## src/rtl/alu_pkg.sv

```systemverilog
// Shared ALU op_code encodings and multiply-sequencer state encoding.
package alu_pkg;

    localparam logic [2:0] ALU_AND = 3'b000;
    localparam logic [2:0] ALU_OR  = 3'b001;
    localparam logic [2:0] ALU_XOR = 3'b010;
    localparam logic [2:0] ALU_SLT = 3'b011;
    localparam logic [2:0] ALU_ADD = 3'b100;
    localparam logic [2:0] ALU_SUB = 3'b101;
    localparam logic [2:0] ALU_SLL = 3'b110;
    localparam logic [2:0] ALU_SRL = 3'b111;

    localparam logic [1:0] IDLE = 2'b00;
    localparam logic [1:0] RUN  = 2'b01;
    localparam logic [1:0] DONE = 2'b10;

endpackage

```

## src/rtl/alu_mul_sequencer.sv

```systemverilog
// Shift-add multiplier that borrows the shared ALU adder for accumulation while busy.
// Latency N+1 cycles from accept to done (fewer with EARLY_EXIT); start ignored while busy.
module alu_mul_sequencer
    import alu_pkg::*;
#(
    parameter int N          = 32,
    parameter bit EARLY_EXIT = 1'b0
) (
    input  logic         clk,
    input  logic         rst,
    input  logic         start,
    input  logic         flush,
    input  logic [N-1:0] op_a,
    input  logic [N-1:0] op_b,
    output logic         busy,
    output logic         done,
    output logic [N-1:0] result,
    output logic [N-1:0] alu_op1,
    output logic [N-1:0] alu_op2,
    output logic [2:0]   alu_op_code,
    input  logic [N-1:0] alu_dout
);

    localparam int CW = $clog2(N);

    logic [1:0]    state;
    logic [N-1:0]  acc;
    logic [N-1:0]  mcand;
    logic [N-1:0]  mplier;
    logic [CW-1:0] cnt;
    logic          last;

    // Exit test uses the multiplier bits before this cycle's shift; the final add still happens.
    always_comb begin
        last = (cnt == CW'(N - 1));
        if (EARLY_EXIT && (mplier[N-1:1] == '0)) begin
            last = 1'b1;
        end
    end

    always_comb begin
        alu_op1     = '0;
        alu_op2     = '0;
        alu_op_code = ALU_ADD;
        if (state == RUN) begin
            alu_op1 = acc;
            alu_op2 = mplier[0] ? mcand : '0;
        end
    end

    assign busy = (state == RUN) || (state == DONE);
    assign done = (state == DONE) && !flush;

    always_ff @(posedge clk) begin
        if (rst) begin
            state  <= IDLE;
            acc    <= '0;
            mcand  <= '0;
            mplier <= '0;
            cnt    <= '0;
            result <= '0;
        end else begin
            case (state)
                IDLE: begin
                    if (start && !flush) begin
                        acc    <= '0;
                        mcand  <= op_a;
                        mplier <= op_b;
                        cnt    <= '0;
                        state  <= RUN;
                    end
                end
                RUN: begin
                    if (flush) begin
                        state <= IDLE;
                    end else begin
                        acc    <= alu_dout;
                        mcand  <= mcand << 1;
                        mplier <= mplier >> 1;
                        cnt    <= cnt + CW'(1);
                        if (last) begin
                            state <= DONE;
                        end
                    end
                end
                DONE: begin
                    if (!flush) begin
                        result <= acc;
                    end
                    state <= IDLE;
                end
                default: state <= IDLE;
            endcase
        end
    end

endmodule

```

## config.mk

```make
export PLATFORM = sky130hd
export DESIGN_NAME = alu_mul_sequencer
export DESIGN_NICKNAME = d
export VERILOG_FILES = /design/src/rtl/alu_pkg.sv /design/src/rtl/alu_mul_sequencer.sv
export SDC_FILE = /design/constraint.sdc
export NUM_CORES = 1
export LEC_CHECK = 0
export ABC_AREA = 1
export CORE_AREA = 2 2 148 150
export DETAILED_ROUTE_END_ITERATION = 8
export DIE_AREA = 0 0 150 152
export SLEW_MARGIN = 15
export SYNTH_ARGS = -nofsm -noshare
export SYNTH_HDL_FRONTEND = slang
export SYNTH_SLANG_ARGS = --single-unit
export TNS_END_PERCENT = 100
```

## constraint.sdc

```tcl
create_clock -name clk -period 1.65 [get_ports clk]
set_clock_uncertainty 0.15 [all_clocks]
set_input_delay 0.33 -clock clk [delete_from_list [all_inputs] [get_ports clk]]
set_output_delay 0.33 -clock clk [all_outputs]
set_load 0.01 [all_outputs]
```

==> Word-level counts from Yosys, hierarchy flattened <==
Cells that the tools add are included.
{ "totals": {"register_bits": 135, "inputBits": 100, "out_inout_bits": 101, "elab_cells": 42} }
{ "classes": {"addsub": 1, "eq_ne": 6, "mux": 19, "n_bitwise": 1, "reduce_logical": 9} }
{ "op_table": {"columns": ["operator", "count"], "rows": [
  ["$mux W32", 9],
  ["$pmux W32 S2", 3],
  ["$mux W5", 2],
  ["$pmux W5 S2", 1],
  ["$mux W2", 3],
  ["$add A5 B1 Y5 const B", 1],
  ["$eq A5 B5 Y1 const B", 1],
  ["$ne A2 B2 Y1 const B", 2],
  ["$pmux W2 S2", 1],
  ["$reduce_and A2 Y1", 2],
  ["$ne A3 B3 Y1 const B", 1],
  ["$reduce_and A3 Y1", 1],
  ["$eq A2 B1 Y1 const B", 1],
  ["$eq A2 B2 Y1 const B", 1],
  ["$logic_and A1 B1 Y1", 2],
  ["$logic_not A2 Y1", 1],
  ["$reduce_bool A2 Y1", 1],
  ["$logic_not A1 Y1", 1],
  ["$logic_or A1 B1 Y1", 1],
  ["$not A1 Y1", 1]
]} }

==> Longest topological paths before layout <==
{ "logic_depth": {"depth_word": 4, "depth_mapped": 11, "ltp_nobuf": 10} }

==> Worst setup path after synthesis <==
Ideal clock, no wire load.
{ "synth_timing": {"path_kind": "flip-flop to output port", "start": "register state[1]", "end": "output port alu_op1[10]", "t_arrival_ns": 1.286, "required_ns": 1.170, "slack_ns": -0.116, "stages_incl_launch_ff": 8, "path_buffers": 3, "cell_sequence": "dfxtp_1 -> inv_1 -> ha_1 -> buf_2 -> buf_2 -> buf_2 -> nand2_1 -> inv_1"} }
{ "synth_via": {"elab_chain_len": 2} }
{ "synth_lines": {"columns": ["item", "line", "source"], "rows": [
  ["start, declared", "alu_mul_sequencer.sv:26", "logic [1:0] state;"],
  ["start signal, assigned", "alu_mul_sequencer.sv:56", "state <= IDLE;"],
  ["start signal, assigned", "alu_mul_sequencer.sv:70", "state <= RUN;"],
  ["start signal, assigned", "alu_mul_sequencer.sv:75", "state <= IDLE;"],
  ["$eq A2 B1 Y1", "alu_mul_sequencer.sv:45", "if (state == RUN) begin"],
  ["$mux W32", "alu_mul_sequencer.sv:45", null],
  ["end, declared", "alu_mul_sequencer.sv:18", "output logic [N-1:0] alu_op1,"]
]} }
Every way passes these cells.

==> Final worst setup path <==
{ "layout_timing": {"start": "register state[1]", "end": "output port alu_op1[0]"} }
The elaborated chain is that of the path after synthesis.

==> summary by stage <==
Status
The flow ran to the end, but the final reports show violations. The final reports fail on setup timing.

Critical path
The beginning of the worst register-to-register path is state[1]. The cell family contributing the most delay on the critical path is buffers and inverters. The worst setup path is launched from a flip-flop. The register-to-register path setup slack is -0.42 ns. The critical path's slowest cell is dfxtp_2. Counting buffers and inverters, the worst setup path is 8 cells deep. STA classifies the critical path endpoint as an output port. The number of buffers and inverters on the critical path is 6. The count of cells along the worst register-to-register path is 14. At the worst endpoint, the required time is about 1.2 ns. The arrival time at the worst endpoint is 1.61 ns. Traced cell by cell, the critical path runs through inv_2, ha_4, buf_4, buf_6, clkbuf_16, nand2_2, inv_1, buf_2. On the worst path, the slowest cell contributes a delay of approximately 0.34 ns.

The largest fanout on the critical path is 5. The worst register-to-register path ends at mcand[17]. The setup path with the least slack is of type reg2out.

Floorplanning
The starting utilization of the core area is between 20% and 30%. The count of pins on the block boundary is roughly 200. The area of the die is 22800 um2. In this run the standard cell core region covers between 20000 and 25000 um2.

The floorplan step set the die width to roughly 150 um. The cell row count is 54. The vertical extent of the die is about 150 um.

Yosys
The gate count after technology mapping is 1002. A synthesized cell averages around 6.2 um2. Synthesis instantiated 18 different standard cells from the library. The leading area contributor after synthesis is dfxtp_1. Synthesis inferred 135 register bits. For this run, the leading register cell type out of synthesis is dfxtp_1. In this run, synthesis inferred 0 flip-flops with an integrated enable. Yosys printed 0 warnings. After synthesis the cells add up to a little over 6000 um2. Sorting the synthesized cells by area gives the leading types as dfxtp_1 (43%), nand2_1 (21%), nor2_1 (18%), o21ai_0 (7.6%), inv_1 (2.6%). Sequential elements use between 40% and 50% of the synthesized area.

The proportion of register bits with asynchronous set or reset after synthesis is 0%. The top cell type by area accounts for between 40% and 50% of the synthesized area.

Power
The power density of the placed cells is approximately 2200 nW/um2. The overall power after layout is ~0.026 W. The switching power total is 0.0109 W.

In this run, flip-flops and latches consume about 22% of the power. The internal portion of the total power is 0.0152 W. The clock share of power is around 15%. Across the VDD grid, the largest voltage drop is between 0.8 and 0.9 mV. Of the total power, the share spent switching nets is between 40% and 50%. Combinational logic is responsible for 63.5% of the overall power. In this run the static leakage power is 6.06 nW.

GRT
For this run the aggregate overflow at the end of global routing stands at 0. For this run, the total global-route usage over all layers was measured as between 10% and 20%. Entering global routing, the biggest net connects 55 pins. The wire length of the first global-routing pass is 33.9 mm. The number of global-route vias before repair is 6700.

The number of antenna violations at the first check in global routing is 1.

Timing
The number of endpoints failing setup at the final stage is around 170. The count of final hold-check violations is 0. Setup repair after global routing could not meet its margin everywhere.

The final worst slack is -0.442 ns. The maximum operating frequency is ~480 MHz. The final period demand of the worst path is 2.09 ns.

Of the available clock period, the critical path in the final layout requires 127%. The accumulated negative setup slack is -61.25 ns. The number of slew-limit violations in the final report is 0.

Clock tree
The root buffer cell is clkbuf_16. The clock reaches the later pin of the worst-skew pair after roughly 0.42 ns. TritonCTS built the clock tree. Counting along the longest clock path gives a buffer depth of 2. The clock slew at the register clock pins of the worst setup and hold paths is ~0.060 ns. Buffers inserted during clock tree synthesis total 17. The clock drives approximately 140 sinks.

The H-tree depth reported by CTS is 4. The number of buffers inserted by hold repair at cts is 0.

Worst hold path
The worst hold path begins at result[9]. For hold timing, the worst endpoint is result[9]. The worst hold path belongs to the class reg2reg. The depth of the worst hold-timing path is 2.

Flow run
The number of max-cap violations is 0.

Finish
The top cell types in the final layout, fill and taps aside, are nand2_1 (239), nor2_1 (191), dfxtp_1 (133). The net count of the finished layout is around 1400. Cells with a size suffix above 1 make up 36.9% of the layout. The relative area change from synthesis to final layout is 89.3%.

Leaving out fill and tap cells, the most frequent cell in the layout is nand2_1.

Detailed routing
The via count is 7036. After detailed routing, the number of remaining DRC violations is 0. The wire length per cell is ~14 um. The ratio of routed vias to standard cells is between 4 and 5. The count of antenna-violating nets left after detailed routing is 0. For this run, the detailed router's first-pass iteration total came to 4. The routed wire length is between 20 and 25 mm. The first routing iteration left ~290 violations.

Placement
Input and output buffers added on the ports amount to 197. The HPWL after detailed placement is around 12 mm. At the end of routability-driven placement, the weighted congestion stood at 0.767.
-- through the flow --
stage / worst slack, ns / hold WS, ns / area, um2 / std cells / util [%]
after detailed placement: -0.513 / 0.311 / 8640 / 1455 / 40.5
after global placement: -0.532 / 0.304 / 8640 / 1455 / 40.5
final: -0.442 / 0.324 / 11800 / 1551 / 55.2
after CTS: -0.490 / 0.320 / 10700 / 1541 / 50.0
after global routing: -0.530 / 0.344 / 11800 / 1550 / 55.2
after floorplan: 0.00261 / 0.249 / 6240 / 1003 / -
-- worst max-delay path by stage --
stage / from / end / slack [ns]
after global placement: flush / done / -0.53
final: state[1] / alu_op1[0] / -0.44
after global routing: state[1] / alu_op2[29] / -0.53
after detailed placement: flush / done / -0.51
after CTS: state[1] / alu_op2[6] / -0.49
after floorplan: state[1] / alu_op1[0] / 0.003
-- timing repair --
action,CTS,global route
pin swaps,40,78
cloned,22,4
hold endpoints to repair,0,0
buffers inserted,36,14
setup endpoints to repair,233,227
gates resized for setup,555,307
-- cell families after synthesis --
group | Yosys count | share of synthesized area [%]
buf+inv | 114 | 8.12
other cells | 2 | 0.121
compound gates | 101 | 8.16
fa+ha+maj | 6 | 1.21
simple gates | 644 | 39.0
flops | 135 | 43.4
-- sequential cells by signal, indices dropped and copies added, names as in the netlist --
register	cells
cnt	5
state	2
mplier	32
result	32
mcand	32
acc	32
-- metal layers --
layer  wire length [um]  GRT usage [%]
met5                  0              0
met4                285           5.66
met3               1580           4.08
met2              10800           30.9
met1               9450           23.8
-- Yosys cell counts (3+ instances only) --
| library cell | n |
|---|---|
| buf_1 | 6 |
| clkbuf_1 | 24 |
| inv_1 | 43 |
| buf_4 | 12 |
| inv_2 | 3 |
| dfxtp_1 | 135 |
| a21oi_1 | 4 |
| nor2_1 | 299 |
| nand2_1 | 342 |
| buf_2 | 26 |
| ha_1 | 6 |
| o21ai_0 | 95 |
-- power groups by stage --
stage,sequential [W],clock (W),combinational (W)
floorplan,0.00499,0,0.00518
global placement,0.00503,0,0.00764
detailed placement,0.00507,0,0.00772
CTS,0.00526,0.00397,0.0143
global route,0.00576,0.00412,0.0178
finish,0.00559,0.00391,0.0166
-- final cells by class --
class,count,area [um2]
fillers,1985,9570
multi-input cells,754,4320
repair buffers,303,3570
flip-flops and latches,135,2710
clock buffers,20,447
well taps,280,350
inverters,46,201
clock inverters,11,149
repair inverters,1,30.0
diodes,1,2.50
-- worst reg2reg max path: stages, from the launching register on --
cell      delay (ns)
dfxtp_2         0.34
inv_2           0.05
ha_4            0.17
buf_12          0.14
buf_16          0.13
buf_8           0.12
nand2_4         0.07
nand2_4         0.07
nand2_8         0.10
buf_12          0.12
clkinv_8        0.07
buf_12          0.15
buf_16          0.16
nor2_4          0.08
nor2_1          0.06
(Power assumes the default switching activity.)
